File: src/rtl/buffer_column_sequencer.sv
// -----------------------------------------------------------------------------
// buffer_column_sequencer
//
// Purpose
//   Captures one tile of COLS columns from the transposed interpolation buffer
//   (each column ROWS signed samples of SAMPLE_W bits) on a valid/ready load
//   handshake. It then streams the columns, one per accepted output beat, to
//   the column filter stage in ascending or descending order.
//
// Optional feature
//   BUF_DOUBLE_BANK_EN : when defined, a shadow bank lets the next tile be
//   loaded while the current one drains. The banks swap on the last-column
//   handshake, so there is no bubble between tiles. When undefined, there is
//   one bank and no shadow storage is built.
//
// Ports
//   clk        in   rising-edge clock
//   rst_n      in   synchronous active-low reset
//   flush      in   synchronous discard of all tile state (same effect as reset)
//   load_valid in   tile on data_in is valid
//   load_ready out  block can accept a tile
//   load_rev   in   column order for the loaded tile (0 ascending, 1 descending)
//   data_in    in   tile; column c occupies [c*COL_W +: COL_W]
//   out_valid  out  data_out holds a valid column
//   out_ready  in   consumer accepts the column
//   data_out   out  selected column (signed), 0 whenever out_valid=0
//   out_col    out  index of the column on data_out
//   out_last   out  final column of the tile
//   dbg_state  out  FSM state (0 IDLE, 1 DRAIN)
//
// Handshake semantics (both ports)
//   A transfer happens on a rising edge where valid and ready are both 1.
//   Once valid is raised, the producer holds it and the payload stable until
//   that transfer. Ready may change freely and never depends on valid in the
//   same cycle. Here load_ready depends only on registered state.
// -----------------------------------------------------------------------------
module buffer_column_sequencer #(
  parameter  int SAMPLE_W = 11,
  parameter  int ROWS     = 9,
  parameter  int COLS     = 4,
  localparam int COL_W    = ROWS * SAMPLE_W,
  localparam int CNT_W    = $clog2(COLS)
) (
  input  logic                      clk,
  input  logic                      rst_n,
  input  logic                      flush,
  input  logic                      load_valid,
  output logic                      load_ready,
  input  logic                      load_rev,
  input  logic [COLS*COL_W-1:0]     data_in,
  output logic                      out_valid,
  input  logic                      out_ready,
  output logic signed [COL_W-1:0]   data_out,
  output logic [CNT_W-1:0]          out_col,
  output logic                      out_last,
  output logic                      dbg_state
);

  typedef enum logic {
    IDLE  = 1'b0,
    DRAIN = 1'b1
  } state_t;

  state_t                  state;
  logic [COLS*COL_W-1:0]   active_bank;
  logic                    active_rev;

`ifdef BUF_DOUBLE_BANK_EN
  logic [COLS*COL_W-1:0]   shadow_bank;
  logic                    shadow_rev;
  logic                    shadow_full;
`endif

  // Column index helpers. The index only moves inside [0, COLS-1], because
  // the last column always ends the tile instead of stepping past it.
  function automatic logic [CNT_W-1:0] first_col(input logic rev);
    return rev ? CNT_W'(COLS - 1) : '0;
  endfunction

  function automatic logic [CNT_W-1:0] last_col(input logic rev);
    return rev ? '0 : CNT_W'(COLS - 1);
  endfunction

  function automatic logic [CNT_W-1:0] next_col(input logic [CNT_W-1:0] c,
                                                input logic             rev);
    return rev ? (c - 1'b1) : (c + 1'b1);
  endfunction

  function automatic logic [COL_W-1:0] pick(input logic [COLS*COL_W-1:0] tile,
                                            input logic [CNT_W-1:0]      c);
    return tile[int'(c)*COL_W +: COL_W];
  endfunction

  logic load_fire;
  logic out_fire;
  logic last_fire;

  assign load_fire = load_valid && load_ready;
  assign out_fire  = out_valid && out_ready;
  assign last_fire = out_fire && out_last;
  assign dbg_state = (state == DRAIN);

  // load_ready is derived only from flops. That keeps it glitch-free and
  // independent of load_valid.
`ifdef BUF_DOUBLE_BANK_EN
  assign load_ready = (state == IDLE) || !shadow_full;
`else
  assign load_ready = (state == IDLE);
`endif

  // Tile start selection. A new tile becomes active in three cases:
  //  - a load arrives in IDLE;
  //  - the shadow bank is promoted on the last-column handshake;
  //  - a load arrives together with the last-column handshake while the
  //    shadow bank is empty. In that case it bypasses the shadow bank.
  logic                  start_go;
  logic [COLS*COL_W-1:0] start_tile;
  logic                  start_rev;

  always_comb begin
    start_go   = 1'b0;
    start_tile = data_in;
    start_rev  = load_rev;
    case (state)
      IDLE: begin
        start_go = load_fire;
      end
      DRAIN: begin
`ifdef BUF_DOUBLE_BANK_EN
        if (last_fire) begin
          if (shadow_full) begin
            start_go   = 1'b1;
            start_tile = shadow_bank;
            start_rev  = shadow_rev;
          end else begin
            start_go = load_fire;
          end
        end
`endif
      end
      default: begin
        start_go = 1'b0;
      end
    endcase
  end

  // Main sequencer. Every output is registered. While out_ready=0 in DRAIN,
  // none of the branches below is taken, so the presented column is held.
  always_ff @(posedge clk) begin
    if (!rst_n || flush) begin
      state      <= IDLE;
      out_valid  <= 1'b0;
      data_out   <= '0;
      out_col    <= '0;
      out_last   <= 1'b0;
      active_rev <= 1'b0;
    end else if (start_go) begin
      // COLS >= 2, so the first column of a tile is never its last.
      state       <= DRAIN;
      active_bank <= start_tile;
      active_rev  <= start_rev;
      out_valid   <= 1'b1;
      out_col     <= first_col(start_rev);
      data_out    <= pick(start_tile, first_col(start_rev));
      out_last    <= 1'b0;
    end else if (state == DRAIN && out_fire && !out_last) begin
      out_col  <= next_col(out_col, active_rev);
      data_out <= pick(active_bank, next_col(out_col, active_rev));
      out_last <= (next_col(out_col, active_rev) == last_col(active_rev));
    end else if (state == DRAIN && last_fire) begin
      state     <= IDLE;
      out_valid <= 1'b0;
      data_out  <= '0;
      out_col   <= '0;
      out_last  <= 1'b0;
    end
  end

`ifdef BUF_DOUBLE_BANK_EN
  // Shadow bank bookkeeping. A load in DRAIN fills the shadow bank, except
  // when it coincides with the last-column handshake. Then it goes straight
  // to the active bank (see start selection above).
  always_ff @(posedge clk) begin
    if (!rst_n || flush) begin
      shadow_full <= 1'b0;
      shadow_rev  <= 1'b0;
    end else if (state == DRAIN) begin
      if (last_fire && shadow_full) begin
        shadow_full <= 1'b0;
      end else if (load_fire && !last_fire) begin
        shadow_bank <= data_in;
        shadow_rev  <= load_rev;
        shadow_full <= 1'b1;
      end
    end
  end
`endif

endmodule
File: config.mk
export PLATFORM = sky130hd
export DESIGN_NAME = buffer_column_sequencer
export DESIGN_NICKNAME = d
export VERILOG_FILES = /design/src/rtl/buffer_column_sequencer.sv
export SDC_FILE = /design/constraint.sdc
export NUM_CORES = 1
export LEC_CHECK = 0
export CAP_MARGIN = 20
export CORE_AREA = 2 2 235 352
export DETAILED_ROUTE_END_ITERATION = 10
export DIE_AREA = 0 0 237 354
export PLACE_DENSITY = 0.49
export SYNTH_ARGS = -nofsm -noshare
export SYNTH_HDL_FRONTEND = slang
export SYNTH_SLANG_ARGS = --single-unit
File: constraint.sdc
create_clock -name clk -period 50.6 [get_ports clk]
set_clock_uncertainty 0.15 [all_clocks]
set_input_delay 7.59 -clock clk [delete_from_list [all_inputs] [get_ports clk]]
set_output_delay 7.59 -clock clk [all_outputs]
set_load 0.01 [all_outputs]
==> run metrics <==
gr usage total=0.153; CP required=50.68 ns; Cells after Synth=1115; Synth Cell Area=0.0200 sq mm; actual slew at the worst max-slew pin=1.11 ns; R2R cell count=5; chip width=237 um; initial antenna violation count=12; critical path class=in2reg; leakage=8.95 nW; CP startpoint kind=primary input; Worst R2R Setup Slack=45.99 ns; Max transition margin=0.258; design area=0.0280 sq mm; status=complete, no violations; fraction of registers with async set/reset=0; first-pass GRT wire length=93.2 mm; clock tree buffer depth=3; ratio of final minimum period to clock period=0.231; worst reg2reg startpoint=dbg_state; IO Port Bufs=506; post-CTS sizing=0; sequential area share after synthesis=0.697; FP Rows=128; WP data arrival=11.76 ns; CORE AREA=0.0809 sq mm; layout cell share with drive strength beyond 1=0.174; htree depth=2; root buf cell=clkbuf_16; CTS tree=done; hold path endpoint=data_out[58]; CTS Hold Bufs=0; Tmin final=11.69 ns; Post-synth EDFFs=396; HP Start=data_out[58]; post-synth top area cell=edfxtp_1; Reg clk slew, reported paths=0.07 ns; Synth Register Bits=500; Final Hold Viols=0; Worst Hold Class=reg2reg; post-synth top area share=0.593; Fillers=7752; full die area=0.0839 sq mm; routed vias/inst=4.60; Synth cell types=28; number of CTS-inserted buffers=51; Area after DPL=0.0262 sq mm; aggregate global routing overflow=0; crit-path max FO=82; multi-input logic area=0.00567 sq mm; final max-slew violation count=0; DP Wirelength=41.6 mm; Fin Setup TNS=0 ns; clk_lat worst skew=0.61 ns; Syn-to-layout area delta=39.7%; final setup fails=0; Sink Count=500; top cells by area, synth=edfxtp_1 (59%), dfxtp_1 (10%), mux4_2 (8.1%); CP Capture Type=flip-flop; Die Y=354 um; max cap viols=0; vias=12400; Setup WS pre-CTS=37.51 ns; Synth Net Count=1517; leading register cell type out of synthesis=edfxtp_1; maximum VDD drop=0.0000279 V; DRT antenna net count=0; Pre-antenna DRT Iters=5; Routed WL=66.0 mm; drt drc=0; Ys Warns=0; RSZ-0062 raised after global routing=false; largest net degree at the start of global routing=83; Nets=2005; Hold Crit Depth=2; Initial Utilization=0.248; worst setup margin=38.91 ns; boundary pin count=507; syn avg cell area=18.0 sq um; Reg2Reg Capture Point=active_bank[311]; vias in the first global route=13400; routability congestion estimate from global placement=0.787; Pwr per Cell Area=34.7 mW/mm^2; Post-CTS Setup Bufs=0; fmax=85.6 MHz; average wire per standard cell=24.5 um; Starting DRT DRC Count=746; Reg area=0.0140 sq mm
==> cells in the mapped netlist (2+ instances only) <==
| master | count |
|---|---|
| nor2_1 | 102 |
| buf_2 | 11 |
| mux2_2 | 101 |
| a21oi_1 | 3 |
| buf_6 | 10 |
| o211ai_1 | 99 |
| o2bb2ai_1 | 99 |
| mux4_1 | 27 |
| clkbuf_1 | 67 |
| nand2_1 | 6 |
| edfxtp_1 | 396 |
| nand2b_1 | 2 |
| mux2i_1 | 3 |
| mux4_2 | 72 |
| dfxtp_1 | 104 |
==> metrics by stage <==
step / power [mW] / cells / hold WS (ns) / util
detailed placement: 0.574 / 2589 / 0.343 / 0.324
CTS: 0.986 / 2685 / 0.354 / 0.346
global placement: 0.573 / 2589 / 0.331 / 0.324
floorplan: 0.521 / 1115 / 0.374 / -
finish: 0.970 / 2695 / 0.351 / 0.346
global route: 1.01 / 2695 / 0.375 / 0.346
==> worst max-delay path, cell delays in order <==
cell and delay [ns]:
clkdlybuf4s50_1 0.61, nand2b_4 0.44, nor2_4 0.48, buf_4 0.77
buf_4 0.96, buf_4 0.82
==> sequential cells by signal, indices dropped and copies added (netlist names) <==
register	cells
active_rev	1
active_bank	396
out_col	2
dbg_state	1
out_last	1
data_out	99
==> kinds of logic after synthesis <==
family	after synthesis	synth area share
xor gates and xnor gates	2	0.00181
muxes	203	0.175
DFF	500	0.697
AOI/OAI and AO/OA	205	0.0825
buffers and inverters	91	0.0217
and+or+nand+nor	114	0.0222
==> placed cells by master, fill, tap and decap left out, drive strengths merged, types with 18 or more instances in the layout <==
cell             n
dfxtp          104
mux4            99
mux2           101
o2bb2ai         99
clkinv          18
edfxtp         396
clkbuf          63
clkdlybuf4s50  505
buf             20
nor2           102
o211ai          99
==> power breakdown <==
part	internal (mW)	switching, mW
Sequential	0.459	0.00561
Clock	0.237	0.169
Combinational	0.0569	0.0429
Total	0.752	0.218
==> final cells by class <==
| class | count | area share |
|---|---|---|
| Sequential cell | 500 | 0.499 |
| Multi-Input combinational cell | 524 | 0.203 |
| Timing Repair Buffer | 525 | 0.187 |
| Clock buffer | 63 | 0.0494 |
| Tap cell | 1040 | 0.0465 |
| Clock inverter | 33 | 0.0146 |
| Antenna cell | 9 | 0.000804 |
| Inverter | 1 | 0.000134 |
==> metal layers <==
| layer | share of wire | vias up | GRT usage |
|---|---|---|---|
| li1 | - | 5567 | - |
| met1 | 0.37 | 6279 | 0.170 |
| met3 | 0.066 | 101 | 0.0367 |
| met5 | 0.00047 | - | 0 |
| met2 | 0.53 | 439 | 0.279 |
| met4 | 0.031 | 6 | 0.0606 |
==> how the worst max path moves through the flow <==
stage | from | endpoint | slack (ns) | cells after the start
4_1_cts | load_valid | active_bank[284] | 38.15 | 6
6_report | load_valid | active_bank[311] | 38.91 | 6
2_1_floorplan | load_valid | active_bank[0] | 24.97 | 3
3_5_place_dp | load_valid | active_bank[284] | 37.51 | 6
5_1_grt | load_valid | active_bank[311] | 38.57 | 6
3_3_place_gp | load_valid | active_bank[173] | 37.68 | 6
(Power assumes the default switching activity.)
